## src/rtl/id_ex_pipe_if.sv

```systemverilog
// ID/EX stage bundle: decode-side fields, regfile data, writeback port and EX-side outputs.
// master drives the decode/writeback side; slave is the pipeline register.
interface id_ex_pipe_if #(
  parameter int unsigned CTRL_W = 12,
  parameter int unsigned CNT_W  = 16
);
  logic              id_valid;
  logic [4:0]        id_ra1;
  logic [4:0]        id_ra2;
  logic [4:0]        id_wa;
  logic [31:0]       id_imm;
  logic [CTRL_W-1:0] id_ctrl;
  logic              id_memread;
  logic [31:0]       rd1;
  logic [31:0]       rd2;
  logic              wb_we;
  logic [4:0]        wb_wa;
  logic [31:0]       wb_wd;
  logic              ext_stall;
  logic              flush;
  logic              stall_id;
  logic              ex_valid;
  logic [31:0]       ex_rd1;
  logic [31:0]       ex_rd2;
  logic [4:0]        ex_ra1;
  logic [4:0]        ex_ra2;
  logic [4:0]        ex_wa;
  logic [31:0]       ex_imm;
  logic [CTRL_W-1:0] ex_ctrl;
  logic              ex_memread;
  logic [CNT_W-1:0]  bubble_cnt;

  modport master (
    output id_valid, id_ra1, id_ra2, id_wa, id_imm, id_ctrl, id_memread,
    output rd1, rd2, wb_we, wb_wa, wb_wd, ext_stall, flush,
    input  stall_id, ex_valid, ex_rd1, ex_rd2, ex_ra1, ex_ra2, ex_wa,
    input  ex_imm, ex_ctrl, ex_memread, bubble_cnt
  );

  modport slave (
    input  id_valid, id_ra1, id_ra2, id_wa, id_imm, id_ctrl, id_memread,
    input  rd1, rd2, wb_we, wb_wa, wb_wd, ext_stall, flush,
    output stall_id, ex_valid, ex_rd1, ex_rd2, ex_ra1, ex_ra2, ex_wa,
    output ex_imm, ex_ctrl, ex_memread, bubble_cnt
  );
endinterface

```

## src/rtl/id_ex_pipe.sv

```systemverilog
// ID/EX pipeline register with load-use bubble insertion, stall/flush and a saturating bubble counter.
// Define WB_BYPASS_EN to forward the writeback port into captured and held operands.
module id_ex_pipe #(
  parameter int unsigned CTRL_W = 12,
  parameter int unsigned CNT_W  = 16
) (
  input logic         clk,
  input logic         reset,
  id_ex_pipe_if.slave bus
);

  typedef enum logic {RUN, BUBBLE} state_t;

  state_t      state;
  logic        hz_c;
  logic [31:0] op1_c;
  logic [31:0] op2_c;
  logic [31:0] hold1_c;
  logic [31:0] hold2_c;

  // Load in EX whose destination is read by the instruction in ID; $0 never matches.
  assign hz_c = bus.id_valid & bus.ex_valid & bus.ex_memread & (bus.ex_wa != 5'd0) &
                ((bus.ex_wa == bus.id_ra1) | (bus.ex_wa == bus.id_ra2));

  assign bus.stall_id = ~reset &
                        (((state == RUN) & hz_c & ~bus.flush) | bus.ext_stall);

`ifdef WB_BYPASS_EN
  function automatic logic wb_hit(input logic [4:0] ra);
    return bus.wb_we & (bus.wb_wa != 5'd0) & (bus.wb_wa == ra);
  endfunction

  assign op1_c   = wb_hit(bus.id_ra1) ? bus.wb_wd : bus.rd1;
  assign op2_c   = wb_hit(bus.id_ra2) ? bus.wb_wd : bus.rd2;
  // Operands held under a downstream stall track writes to their source registers.
  assign hold1_c = (bus.ex_valid & wb_hit(bus.ex_ra1)) ? bus.wb_wd : bus.ex_rd1;
  assign hold2_c = (bus.ex_valid & wb_hit(bus.ex_ra2)) ? bus.wb_wd : bus.ex_rd2;
`else
  assign op1_c   = bus.rd1;
  assign op2_c   = bus.rd2;
  assign hold1_c = bus.ex_rd1;
  assign hold2_c = bus.ex_rd2;
`endif

  always_ff @(posedge clk) begin
    if (reset) begin
      state          <= RUN;
      bus.ex_valid   <= 1'b0;
      bus.ex_memread <= 1'b0;
      bus.ex_rd1     <= 32'd0;
      bus.ex_rd2     <= 32'd0;
      bus.ex_ra1     <= 5'd0;
      bus.ex_ra2     <= 5'd0;
      bus.ex_wa      <= 5'd0;
      bus.ex_imm     <= 32'd0;
      bus.ex_ctrl    <= CTRL_W'(0);
      bus.bubble_cnt <= CNT_W'(0);
    end else if (bus.flush) begin
      state          <= RUN;
      bus.ex_valid   <= 1'b0;
      bus.ex_memread <= 1'b0;
    end else if (bus.ext_stall) begin
      bus.ex_rd1 <= hold1_c;
      bus.ex_rd2 <= hold2_c;
    end else if ((state == RUN) && hz_c) begin
      state          <= BUBBLE;
      bus.ex_valid   <= 1'b0;
      bus.ex_memread <= 1'b0;
      if (bus.bubble_cnt != {CNT_W{1'b1}})
        bus.bubble_cnt <= bus.bubble_cnt + CNT_W'(1);
    end else begin
      state          <= RUN;
      bus.ex_valid   <= bus.id_valid;
      bus.ex_memread <= bus.id_valid & bus.id_memread;
      bus.ex_rd1     <= op1_c;
      bus.ex_rd2     <= op2_c;
      bus.ex_ra1     <= bus.id_ra1;
      bus.ex_ra2     <= bus.id_ra2;
      bus.ex_wa      <= bus.id_wa;
      bus.ex_imm     <= bus.id_imm;
      bus.ex_ctrl    <= bus.id_ctrl;
    end
  end

endmodule

```

## src/flat_wrapper.sv

```systemverilog
// flat-port wrapper written by rule: the top's interface ports become plain ports
module id_ex_pipe_flat 
#(
  parameter int unsigned CTRL_W = 12,
  parameter int unsigned CNT_W  = 16
)
  (clk, reset, bus_id_valid, bus_id_ra1, bus_id_ra2, bus_id_wa, bus_id_imm, bus_id_ctrl, bus_id_memread, bus_rd1, bus_rd2, bus_wb_we, bus_wb_wa, bus_wb_wd, bus_ext_stall, bus_flush, bus_stall_id, bus_ex_valid, bus_ex_rd1, bus_ex_rd2, bus_ex_ra1, bus_ex_ra2, bus_ex_wa, bus_ex_imm, bus_ex_ctrl, bus_ex_memread, bus_bubble_cnt);
  id_ex_pipe_if #(.CTRL_W(CTRL_W), .CNT_W(CNT_W)) bus_i ();
  input logic clk;
  input logic reset;
  input wire logic [$bits(bus_i.id_valid)-1:0] bus_id_valid;
  input wire logic [$bits(bus_i.id_ra1)-1:0] bus_id_ra1;
  input wire logic [$bits(bus_i.id_ra2)-1:0] bus_id_ra2;
  input wire logic [$bits(bus_i.id_wa)-1:0] bus_id_wa;
  input wire logic [$bits(bus_i.id_imm)-1:0] bus_id_imm;
  input wire logic [$bits(bus_i.id_ctrl)-1:0] bus_id_ctrl;
  input wire logic [$bits(bus_i.id_memread)-1:0] bus_id_memread;
  input wire logic [$bits(bus_i.rd1)-1:0] bus_rd1;
  input wire logic [$bits(bus_i.rd2)-1:0] bus_rd2;
  input wire logic [$bits(bus_i.wb_we)-1:0] bus_wb_we;
  input wire logic [$bits(bus_i.wb_wa)-1:0] bus_wb_wa;
  input wire logic [$bits(bus_i.wb_wd)-1:0] bus_wb_wd;
  input wire logic [$bits(bus_i.ext_stall)-1:0] bus_ext_stall;
  input wire logic [$bits(bus_i.flush)-1:0] bus_flush;
  output wire logic [$bits(bus_i.stall_id)-1:0] bus_stall_id;
  output wire logic [$bits(bus_i.ex_valid)-1:0] bus_ex_valid;
  output wire logic [$bits(bus_i.ex_rd1)-1:0] bus_ex_rd1;
  output wire logic [$bits(bus_i.ex_rd2)-1:0] bus_ex_rd2;
  output wire logic [$bits(bus_i.ex_ra1)-1:0] bus_ex_ra1;
  output wire logic [$bits(bus_i.ex_ra2)-1:0] bus_ex_ra2;
  output wire logic [$bits(bus_i.ex_wa)-1:0] bus_ex_wa;
  output wire logic [$bits(bus_i.ex_imm)-1:0] bus_ex_imm;
  output wire logic [$bits(bus_i.ex_ctrl)-1:0] bus_ex_ctrl;
  output wire logic [$bits(bus_i.ex_memread)-1:0] bus_ex_memread;
  output wire logic [$bits(bus_i.bubble_cnt)-1:0] bus_bubble_cnt;
  assign bus_i.id_valid = bus_id_valid;
  assign bus_i.id_ra1 = bus_id_ra1;
  assign bus_i.id_ra2 = bus_id_ra2;
  assign bus_i.id_wa = bus_id_wa;
  assign bus_i.id_imm = bus_id_imm;
  assign bus_i.id_ctrl = bus_id_ctrl;
  assign bus_i.id_memread = bus_id_memread;
  assign bus_i.rd1 = bus_rd1;
  assign bus_i.rd2 = bus_rd2;
  assign bus_i.wb_we = bus_wb_we;
  assign bus_i.wb_wa = bus_wb_wa;
  assign bus_i.wb_wd = bus_wb_wd;
  assign bus_i.ext_stall = bus_ext_stall;
  assign bus_i.flush = bus_flush;
  assign bus_stall_id = bus_i.stall_id;
  assign bus_ex_valid = bus_i.ex_valid;
  assign bus_ex_rd1 = bus_i.ex_rd1;
  assign bus_ex_rd2 = bus_i.ex_rd2;
  assign bus_ex_ra1 = bus_i.ex_ra1;
  assign bus_ex_ra2 = bus_i.ex_ra2;
  assign bus_ex_wa = bus_i.ex_wa;
  assign bus_ex_imm = bus_i.ex_imm;
  assign bus_ex_ctrl = bus_i.ex_ctrl;
  assign bus_ex_memread = bus_i.ex_memread;
  assign bus_bubble_cnt = bus_i.bubble_cnt;
  id_ex_pipe #(.CTRL_W(CTRL_W), .CNT_W(CNT_W)) u_core (.clk(clk), .reset(reset), .bus(bus_i));
endmodule
```

## config.mk

```make
export PLATFORM = sky130hd
export DESIGN_NAME = id_ex_pipe_flat
export DESIGN_NICKNAME = d
export VERILOG_FILES = /design/src/rtl/id_ex_pipe_if.sv /design/src/rtl/id_ex_pipe.sv /design/src/flat_wrapper.sv
export SDC_FILE = /design/constraint.sdc
export NUM_CORES = 1
export LEC_CHECK = 0
export BUFFER_PORTS_ARGS = -buffer_cell sky130_fd_sc_hd__buf_4
export CAP_MARGIN = 20
export CELL_PAD_IN_SITES_DETAIL_PLACEMENT = 1
export CELL_PAD_IN_SITES_GLOBAL_PLACEMENT = 2
export CORE_AREA = 10 10 192 194
export DETAILED_ROUTE_END_ITERATION = 7
export DIE_AREA = 0 0 202 204
export PLACE_DENSITY_LB_ADDON = 0.1
export SLEW_MARGIN = 20
export SYNTH_ARGS = -nofsm -noshare
export SYNTH_HDL_FRONTEND = slang
export SYNTH_SLANG_ARGS = --single-unit
```

## constraint.sdc

```tcl
create_clock -name clk -period 1.8 [get_ports clk]
set_input_delay 0.09 -clock clk [delete_from_list [all_inputs] [get_ports clk]]
set_output_delay 0.09 -clock clk [all_outputs]
set_load 0.02 [all_outputs]
```

==> results of run 1 <==
==> placed cells by master (no fill, tap or decap), types with 7 or more instances in the layout <==
cell                            synthesis  routed
sky130_fd_sc_hd__a32oi_1              123      85
sky130_fd_sc_hd__a32oi_2                0      38
sky130_fd_sc_hd__and3_1               250     172
sky130_fd_sc_hd__and3_4                 0      78
sky130_fd_sc_hd__buf_12                 0      54
sky130_fd_sc_hd__buf_16                 0      25
sky130_fd_sc_hd__buf_4                  1     326
sky130_fd_sc_hd__buf_6                  3      22
sky130_fd_sc_hd__buf_8                  0      11
sky130_fd_sc_hd__clkbuf_16              0      21
sky130_fd_sc_hd__dfxtp_1              142     132
sky130_fd_sc_hd__dfxtp_2                0       7
sky130_fd_sc_hd__dlygate4sd3_1          0      13
sky130_fd_sc_hd__mux2i_1              124     118
sky130_fd_sc_hd__nand2_1              133     131
sky130_fd_sc_hd__nand4_1                7       7
==> state kept, by name, indices dropped and copies added, names as in the netlist <==
| signal | flops |
|---|---|
| u_core.bus.ex_wa | 5 |
| u_core.bus.ex_memread | 1 |
| u_core.bus.bubble_cnt | 16 |
| u_core.bus.ex_valid | 1 |
| u_core.bus.ex_ra2 | 5 |
| u_core.bus.ex_rd1 | 32 |
| u_core.bus.ex_ctrl | 12 |
| u_core.bus.ex_imm | 32 |
| u_core.state | 1 |
| u_core.bus.ex_rd2 | 32 |
| u_core.bus.ex_ra1 | 5 |
==> logic make-up after synthesis <==
group | after synthesis
AOI/OAI and AO/OA | 152
xor gates and xnor gates | 10
adders and majority gates | 1
buffers and inverters | 119
DFF | 142
muxes | 129
and+or+nand+nor | 444
==> stage by stage <==
step	hold slack (ns)	utilization, %	total power [mW]	setup slack (ns)
after floorplan	0.224	-	4.64	-0.0795
after global placement	0.399	35.1	5.71	-0.141
after detailed placement	0.402	35.1	5.72	-0.155
after CTS	0.0000253	43.9	9.94	-0.390
after global routing	0.0255	45.5	10.4	-0.450
final	0.0210	45.5	9.94	-0.364
==> worst max-delay path by stage <==
stage | depth (start not counted) | to | slack [ns]
after floorplan | 7 | u_core.bus.ex_wa[0] | -0.08
after global placement | 8 | u_core.bus.ex_imm[9] | -0.14
after detailed placement | 8 | u_core.bus.ex_imm[9] | -0.16
after CTS | 7 | bus_stall_id | -0.39
after global routing | 7 | bus_stall_id | -0.45
final | 7 | bus_stall_id | -0.36
==> report_power, final <==
| part | internal [mW] | switching [mW] |
|---|---|---|
| Clock | 2.38 | 1.54 |
| Combinational | 1.18 | 1.22 |
| Sequential | 3.40 | 0.218 |
==> layout make-up <==
type                       instances  area (um^2)  area share [%]
timing repair buffer             455         4860            32.3
clock buffer                      20          457            3.03
clock inverter                    11          165            1.10
tap                              448          561            3.72
inverter                           4         22.5           0.150
multi-input combinational        736         6120            40.7
sequential                       142         2860            19.0
==> metal layers <==
layer | routed length (um) | up-vias | share of wire (%) | global-route usage (%)
met1 | 18400 | 4786 | 45 | 24.2
met4 | 496 | 2 | 1.2 | 4.51
met3 | 1920 | 32 | 4.7 | 4.03
met5 | 13 | - | 0.032 | 0
li1 | - | 4529 | - | -
met2 | 19900 | 188 | 49 | 31.8
==> repair_timing <==
item	in CTS	in global routing
hold buffers	13	0
setup buffers	63	19
pin swaps	88	118
setup endpoints to repair	142	143
gates cloned	32	4
gates resized for setup	155	114
hold endpoints to repair	16	0
==> worst max-delay path, stage by stage (launching register included) <==
cell                      delay, ns
sky130_fd_sc_hd__dfxtp_4       0.35
sky130_fd_sc_hd__buf_6         0.12
sky130_fd_sc_hd__xnor2_4       0.16
sky130_fd_sc_hd__nand3_2       0.10
sky130_fd_sc_hd__buf_4         0.14
sky130_fd_sc_hd__o32a_1        0.37
sky130_fd_sc_hd__o32ai_2       0.22
sky130_fd_sc_hd__buf_4         0.19
==> results.ini, run 1 <==
[cts]
clock-sinks = 142
cts_h_tree_lvls = 4
worstSkewPairLatency_ns = 0.44
clk_path_buf_depth = 2
cts_tree = done
clock-root-buffer = sky130_fd_sc_hd__clkbuf_16
worst_setup_hold_path_clk_slew_ns = 0.07
number_of_buffers_created_by_cts = 17

[synth]
synth_seq_cells = 142
post_synth.cell_area_avg_um2 = 8.49
simple_gate_area_share_of_the_yosys_netlist_pct = 28.8
synthTopCellsByArea = sky130_fd_sc_hd__dfxtp_1 (34%), sky130_fd_sc_hd__and3_1 (18%), sky130_fd_sc_hd__mux2i_1 (15%)
synthesis.area_um2 = 8470
post_synth_num_cell_types = 43
yosys_most_used_dff = sky130_fd_sc_hd__dfxtp_1
synth_enable_flop_cells = 0
largest_family_of_logic_cells_by_synthesized_area = simple AND/OR/NAND/NOR gates
yosysMostFrequentCell = sky130_fd_sc_hd__and3_1
synth_top_area_share_pct = 33.6
number_of_nets_produced_by_synthesis = 1165
synthTopCellsByCount = sky130_fd_sc_hd__and3_1 (250), sky130_fd_sc_hd__dfxtp_1 (142), sky130_fd_sc_hd__nand2_1 (133), sky130_fd_sc_hd__mux2i_1 (124), sky130_fd_sc_hd__a32oi_1 (123)
synth.yosys.seq_area_share_pct = 33.6
yosys.area.top_type = sky130_fd_sc_hd__dfxtp_1
synth.yosys.warnings = 0
synthCells = 997
synth.mux.area_fraction_pct = 15.3
synthXorXnorAreaFrac_pct = 1.03
synth_compound_gate_area_share_pct = 15.1
synthAdderAreaFrac_pct = 0.148
async_flop_share_pct = 0

[detailed_routing]
final_routed_drc_violation_total = 0
drt-vias-per-instance = 5.25
drt.antenna.violating_nets = 0
drtIter0Drc = 366
detailedRoute.firstPassIterationCount = 4
via_count = 9537
totalWireLength_um = 40700
wire_per_inst_um = 22.4

[timing]
maxClockFrequency_ghz = 0.462
final_hold_violation_count = 0
layout_setup_ws_ns = -0.364
fin_crit_ns = 2.16
fin_setup_tns_ns = -34.09
worst_pin_slew_ns = 0.852
timing.clock.skew_ns = 0.00970
headroom_to_the_max_slew_limit_pct = 43.2
min_period_over_period_pct = 120
setup-violations-final = 143
timing_max_transition_violations_final = 0
grt_setup_unrepaired = true

[global_route]
antenna_found_initial = 1
global_route_wire_length_before_repair_um = 62000
grt_start_max_net_pins = 125
gr-total-overflow = 0
total_routing_usage_gr_pct = 18.9
first_global_vias = 10022

[setup_path]
timing.reg2reg.worst_path_depth = 10
reg2reg_to = u_core.bus.bubble_cnt[5]
critPathLaunchType = flip-flop
worst_setup_path_startpoint = u_core.bus.ex_wa[3]
crit_path_arrival_time_ns = 2.07
worstPathMaxFanout = 2
worst_ep_required_time_ns = 1.71
timing.critical_path.to_type = primary output
critical_path_class = flip-flop to primary output
r2r_setup_slk_ns = -0.34
timing.rr.start = u_core.state

[floorplanning]
initial_core_util_pct = 25.6
die_w_um = 202
design.portCount = 309
coreArea_um2 = 33100
row_count = 67
design.die.area_um2 = 41200
chipHeight_um = 204

[placement]
finalWeightedCongestion = 0.729
placement.cell_area_um2 = 11600
placedCellCount = 1680
place.port_buffers = 270
dp_hpwl_um = 23900

[pwr]
power.static_leakage_nw = 6.92
irDropWorstVdd_mv = 0.642
cellPowerDensity_nw_per_um2 = 660

[run_status]
run_status = finished, violations left
failed_checks = negative setup slack

[finish]
post-route-cell-area_um2 = 15100
drive_above_1_share_pct = 47.9
antennaDiodeCount = 0
num-fill-cells = 3680
stdcell_count = 1816
flow.area_growth_from_synthesis_pct = 77.7
fin_nets = 1524

[job]
total_of_max_cap_violations = 0

[worst_hold_path]
holdCritPathClass = primary input to flip-flop
hold_path_depth = 4
worstHoldEndpoint = u_core.bus.ex_rd1[31]
worst_hold_startpoint = bus_rd1[31]

Note: power is estimated with default switching activity, not from simulation.
==> run 2, diff against run 1 <==
--- a/config.mk
+++ b/config.mk
@@ -5,13 +5,14 @@
 export SDC_FILE = /design/constraint.sdc
 export NUM_CORES = 1
 export LEC_CHECK = 0
+export ABC_AREA = 1
 export BUFFER_PORTS_ARGS = -buffer_cell sky130_fd_sc_hd__buf_4
 export CAP_MARGIN = 20
 export CELL_PAD_IN_SITES_DETAIL_PLACEMENT = 1
 export CELL_PAD_IN_SITES_GLOBAL_PLACEMENT = 2
-export CORE_AREA = 10 10 192 194
+export CORE_AREA = 10 10 172 190
 export DETAILED_ROUTE_END_ITERATION = 7
-export DIE_AREA = 0 0 202 204
+export DIE_AREA = 0 0 182 200
 export PLACE_DENSITY_LB_ADDON = 0.1
 export SLEW_MARGIN = 20
 export SYNTH_ARGS = -nofsm -noshare
==> results.ini, run 2 <==
[placement]
dp_slack_ns = -0.00960
finalWeightedCongestion = 0.760
dp_hpwl_um = 18400
place.port_buffers = 270

[synth]
post_synth.cell_area_avg_um2 = 7.33
post_synth_num_cell_types = 27
synth.yosys.warnings = 0
synthesis.area_um2 = 5660
synthTopCellsByArea = sky130_fd_sc_hd__dfxtp_1 (50%), sky130_fd_sc_hd__nor2_1 (20%), sky130_fd_sc_hd__o21ai_0 (7.2%)
synth_seq_cells = 142
yosys_most_used_dff = sky130_fd_sc_hd__dfxtp_1
synth_enable_flop_cells = 0
yosys.area.top_type = sky130_fd_sc_hd__dfxtp_1
synthTopCellsByCount = sky130_fd_sc_hd__nor2_1 (301), sky130_fd_sc_hd__dfxtp_1 (142), sky130_fd_sc_hd__o21ai_0 (82), sky130_fd_sc_hd__nand2_1 (63)
number_of_nets_produced_by_synthesis = 941
synthCells = 773
yosysMostFrequentCell = sky130_fd_sc_hd__nor2_1
synth.yosys.seq_area_share_pct = 50.2
async_flop_share_pct = 0
synth_top_area_share_pct = 50.2

[pwr]
sequentialPowerShare_pct = 40.5
switching_share_pct = 28.3
total_power_mw = 8.46
cell_internal_power_mw = 6.06
share_comb_of_total_power_pct = 19.4
cellPowerDensity_nw_per_um2 = 817
power.static_leakage_nw = 4.69
clkPwrFrac_pct = 40.1
netSwitchingPower_mw = 2.40
irDropWorstVdd_mv = 0.376

[global_route]
grt_start_max_net_pins = 53
total_routing_usage_gr_pct = 13.5
gr-total-overflow = 0
first_global_vias = 6750
antenna_found_initial = 0
global_route_wire_length_before_repair_um = 38900

[worst_hold_path]
holdCritPathClass = primary input to flip-flop
hold_path_depth = 3

[run_status]
failed_checks = negative hold slack
run_status = finished, violations left

[floorplanning]
design.die.area_um2 = 36400
design.portCount = 309
chipHeight_um = 200
row_count = 65
coreArea_um2 = 28500
initial_core_util_pct = 19.8
die_w_um = 182

[setup_path]
reg2reg_to = u_core.bus.ex_rd2[18]
timing.critical_path.mode_cell = sky130_fd_sc_hd__nor2_1
worstPathMaxFanout = 5
critical_path.max_stage_delay_ns = 0.55
crit_end = u_core.bus.ex_valid
worst_ep_required_time_ns = 2.11
crit_path_arrival_time_ns = 2.02
critPathLaunchType = primary input
timing.reg2reg.worst_path_depth = 11
timing.rr.start = u_core.bus.ex_wa[3]
critical_path_class = primary input to flip-flop
worst_setup_path_startpoint = bus_id_ra1[0]
critical_path.cell_chain = dlygate4sd3_1, buf_4, nor2_1, nor2_1, nor2_1, nand3_2, nand2_4, nand2_4, nand3_1, a21oi_2, dlygate4sd3_1
r2r_setup_slk_ns = 0.09
timing.critical_path.to_type = flip-flop
critPathSlowestCell = sky130_fd_sc_hd__dlygate4sd3_1

[detailed_routing]
met3WireLength_um = 2050
highest_layer = met4
drt.antenna.violating_nets = 0
detailroute.wirelength.met2_um = 12300
totalWireLength_um = 25700
routed_length_on_met1_um = 11000
drt-vias-per-instance = 4.08
final_routed_drc_violation_total = 0
detailedRoute.firstPassIterationCount = 4
drtIter0Drc = 200
wire_per_inst_um = 16.3
via_count = 6432

[finish]
most-common-layout-cells = sky130_fd_sc_hd__buf_4 (303), sky130_fd_sc_hd__nor2_1 (293), sky130_fd_sc_hd__dfxtp_1 (137)
flow.area_growth_from_synthesis_pct = 82.9
largestRegisters = u_core.bus.ex_imm: 32 flops, u_core.bus.ex_rd1: 32 flops, u_core.bus.ex_rd2: 32 flops
mostFrequentLayoutCell = sky130_fd_sc_hd__buf_4
drive_above_1_share_pct = 31.6
num-fill-cells = 3407
fin_nets = 1364
postLayoutCoreUtil_pct = 36.3

[timing]
fin_crit_ns = 1.71
maxClockFrequency_ghz = 0.584
min_period_over_period_pct = 95.1
timing_max_transition_violations_final = 0
hold_slack_ns = -0.0208
setup-violations-final = 0
timing.clock.skew_ns = 0.0151
layout_setup_ws_ns = 0.0874
worst_pin_slew_ns = 0.299
final_hold_violation_count = 1
headroom_to_the_max_slew_limit_pct = 79.9
grt_setup_unrepaired = true
fin_setup_tns_ns = 0

[cts]
clk_path_buf_depth = 2
worst_setup_hold_path_clk_slew_ns = 0.06
worstSkewPairLatency_ns = 0.42
clock-sinks = 142
clock-root-buffer = sky130_fd_sc_hd__clkbuf_16
number_of_buffers_created_by_cts = 17
cts_h_tree_lvls = 4
cts_tree = done

[job]
total_of_max_cap_violations = 0

## run 2: logic make-up after synthesis
kind of cell	synth area share [%]
compound gates	12.5
fa+ha+maj	0.221
flops	50.2
buf+inv	8.37
xor+xnor	0.464
simple gates	28.3
## run 2: per-layer routing
layer	vias up	track usage, %
met1	2927	15.5
met4	0	3.62
met2	188	22.7
met5	-	0
met3	18	5.58
li1	3299	-
## run 2: repair_timing
action / CTS / global route
pin swaps: 4 / 5
hold buffers: 127 / 0
endpoints found under the setup margin: 23 / 100
cloned: 0 / 3
gates resized for setup: 10 / 53
setup buffers: 1 / 4
endpoints found under the hold margin: 125 / 0
## run 2: area by class of cell
| type | instances | area [um^2] | area share, % |
|---|---|---|---|
| diodes | 1 | 2.50 | 0.0242 |
| clock buffers | 19 | 433 | 4.18 |
| multi-input cells | 540 | 2410 | 23.3 |
| repair buffers | 447 | 3890 | 37.5 |
| flip-flops and latches | 142 | 2860 | 27.6 |
| well taps | 368 | 460 | 4.44 |
| inverters | 48 | 186 | 1.80 |
| clock inverters | 13 | 116 | 1.12 |
## run 2: worst min-delay path by stage
stage | start | to | slack, ns
6_report | bus_id_valid | u_core.bus.ex_memread | -0.02
5_1_grt | bus_id_valid | u_core.bus.ex_memread | 0.02
4_1_cts | bus_id_wa[4] | u_core.bus.ex_wa[4] | 0.002
3_5_place_dp | bus_rd2[13] | u_core.bus.ex_rd2[13] | 0.33
3_3_place_gp | bus_rd2[8] | u_core.bus.ex_rd2[8] | 0.33
2_1_floorplan | bus_ext_stall | u_core.bus.ex_memread | 0.23
## run 2: critical path, delay by kind of cell
kind	cells	cell delay [ns]
compound gates	1	0.05
buf+inv	3	1.24
simple gates	7	0.64
## run 2: through the flow
stage / cells / area (um^2)
floorplan: 773 / 5660
global placement: 1413 / 8340
detailed placement: 1413 / 8340
CTS: 1572 / 10200
global route: 1577 / 10400
finish: 1578 / 10400
## run 2: power by group through the flow
stage / registers [mW] / logic (mW) / clock network, mW
6_report: 3.43 / 1.64 / 3.39
5_1_grt: 3.45 / 1.80 / 3.66
4_1_cts: 3.43 / 1.62 / 3.53
3_5_place_dp: 3.50 / 1.38 / 0
3_3_place_gp: 3.49 / 1.38 / 0
2_1_floorplan: 3.71 / 0.432 / 0
==> run 3, diff against run 2 <==
--- a/config.mk
+++ b/config.mk
@@ -10,9 +10,9 @@
 export CAP_MARGIN = 20
 export CELL_PAD_IN_SITES_DETAIL_PLACEMENT = 1
 export CELL_PAD_IN_SITES_GLOBAL_PLACEMENT = 2
-export CORE_AREA = 10 10 172 190
+export CORE_AREA = 10 10 149 220
 export DETAILED_ROUTE_END_ITERATION = 7
-export DIE_AREA = 0 0 182 200
+export DIE_AREA = 0 0 159 230
 export PLACE_DENSITY_LB_ADDON = 0.1
 export SLEW_MARGIN = 20
 export SYNTH_ARGS = -nofsm -noshare
==> results.ini, run 3 (synthesized netlist as in run 2, its figures left out) <==
[floorplanning]
chipHeight_um = 230
design.die.area_um2 = 36600
row_count = 76
initial_core_util_pct = 19.8
die_w_um = 159
design.portCount = 309
coreArea_um2 = 28600

[setup_path]
critPathSlowestCell = sky130_fd_sc_hd__dlygate4sd3_1
critical_path_class = flip-flop to flip-flop
cp.depth = 10
worstPathMaxFanout = 6
critPathLaunchType = flip-flop
critical_path.max_stage_delay_ns = 0.56
timing.critical_path.to_type = flip-flop
crit_family = buffers and inverters
worst_ep_required_time_ns = 2.12
crit_buf_inv = 2
critical_path.cell_chain = inv_2, nand2_1, nand2_2, nor2_2, nand3_2, nand2_4, nand2_8, nand4_1, a21oi_2, dlygate4sd3_1
timing.reg2reg.worst_path_depth = 10
crit_path_arrival_time_ns = 2.08

[worst_hold_path]
hold_path_depth = 3
holdCritPathClass = primary input to flip-flop

[detailed_routing]
wire_per_inst_um = 15.9
via_count = 6397
drt-vias-per-instance = 4.00
routed_length_on_met1_um = 9600
final_routed_drc_violation_total = 0
met3WireLength_um = 1630
highest_layer = met4
detailroute.wirelength.met2_um = 13500
totalWireLength_um = 25400
drt.antenna.violating_nets = 0
drtIter0Drc = 114
detailedRoute.firstPassIterationCount = 4

[timing]
setup-violations-final = 0
final_hold_violation_count = 0
grt_setup_unrepaired = true
maxClockFrequency_ghz = 0.567
min_period_over_period_pct = 97.9
timing.clock.skew_ns = 0.00904
fin_crit_ns = 1.76
layout_setup_ws_ns = 0.0370
fin_setup_tns_ns = 0
headroom_to_the_max_slew_limit_pct = 67.3
timing_max_transition_violations_final = 0
worst_pin_slew_ns = 0.490

[placement]
dp_slack_ns = -0.0228
place.port_buffers = 270
finalWeightedCongestion = 0.723
dp_hpwl_um = 18600
placedCellCount = 1437

[cts]
clk_path_buf_depth = 2
worstSkewPairLatency_ns = 0.44
cts_h_tree_lvls = 4
number_of_buffers_created_by_cts = 17
clock-sinks = 142
cts_tree = done
worst_setup_hold_path_clk_slew_ns = 0.06
clock-root-buffer = sky130_fd_sc_hd__clkbuf_16

[finish]
fin_nets = 1363
largestRegisters = u_core.bus.ex_imm: 32 flops, u_core.bus.ex_rd1: 32 flops, u_core.bus.ex_rd2: 32 flops
most-common-layout-cells = sky130_fd_sc_hd__buf_4 (303), sky130_fd_sc_hd__nor2_1 (295), sky130_fd_sc_hd__dfxtp_1 (135)
antennaDiodeCount = 0
mostFrequentLayoutCell = sky130_fd_sc_hd__buf_4
stdcell_count = 1598
flow.area_growth_from_synthesis_pct = 84.4
drive_above_1_share_pct = 31.7

[global_route]
grt_start_max_net_pins = 83
gr-total-overflow = 0
first_global_vias = 6927
total_routing_usage_gr_pct = 13.7
global_route_wire_length_before_repair_um = 39700
antenna_found_initial = 0

[pwr]
cellPowerDensity_nw_per_um2 = 844
irDropWorstVdd_mv = 0.672
power.static_leakage_nw = 4.71

[job]
total_of_max_cap_violations = 0

[run_status]
run_status = complete, no violations

==> run 3: area by class of cell <==
class                           instances  area (um^2)
Inverter                               48          186
Multi-Input combinational cell        540         2440
Timing Repair Buffer                  446         3840
Sequential cell                       142         2860
Clock buffer                           23          488
Fill cell                            3456        18200
Clock inverter                          9          133
Tap cell                              390          488
==> run 3: worst register-to-register path, cell delays in order, from the launching register on <==
cell and delay, ns:
sky130_fd_sc_hd__dfxtp_4 0.40, sky130_fd_sc_hd__inv_2 0.04, sky130_fd_sc_hd__nand2_1 0.06, sky130_fd_sc_hd__nand2_2 0.05
sky130_fd_sc_hd__nor2_2 0.11, sky130_fd_sc_hd__nand3_2 0.10, sky130_fd_sc_hd__nand2_4 0.11, sky130_fd_sc_hd__nand2_8 0.07
sky130_fd_sc_hd__nand4_1 0.09, sky130_fd_sc_hd__a21oi_2 0.06, sky130_fd_sc_hd__dlygate4sd3_1 0.56
==> run 3: report_power, final <==
part,leakage [nW],internal (mW),switching (mW),total (mW)
logic,3.23,0.816,0.793,1.61
registers,1.17,3.33,0.101,3.43
clock network,0.299,2.33,1.45,3.77
total,4.71,6.47,2.34,8.81
==> run 3: final timing paths <==
check                             start                         to  slack, ns
setup / recovery    u_core.bus.ex_wa[4]      u_core.bus.ex_memread       0.04
hold / removal                    reset  u_core.bus.bubble_cnt[14]       0.06
setup reg to reg    u_core.bus.ex_wa[4]      u_core.bus.ex_memread       0.04
hold reg to reg   u_core.bus.ex_rd2[14]      u_core.bus.ex_rd2[14]       0.48
==> run 3: through the flow <==
stage / instance area (um^2) / util, % / power (mW) / hold WS [ns]
6_report: 10400 / 36.5 / 8.81 / 0.0603
5_1_grt: 10400 / 36.5 / 9.30 / 0.0760
4_1_cts: 10400 / 36.2 / 9.03 / 0.0363
3_5_place_dp: 8400 / 29.4 / 4.89 / 0.334
3_3_place_gp: 8400 / 29.4 / 4.87 / 0.323
2_1_floorplan: 5660 / - / 4.15 / 0.229
==> run 3: what timing repair did <==
item                       in CTS  in global routing
setup endpoints to repair      33                 91
hold buffers                  127                  0
pin swaps                       3                  8
resized for setup              14                 21
hold endpoints to repair      126                  0
buffers inserted                3                  0
==> run 3: layer usage <==
layer / GRT usage [%] / up-vias
met5: 0 / -
met4: 6.16 / 0
met3: 4.60 / 29
met2: 25.2 / 151
met1: 13.8 / 2932
li1: - / 3285
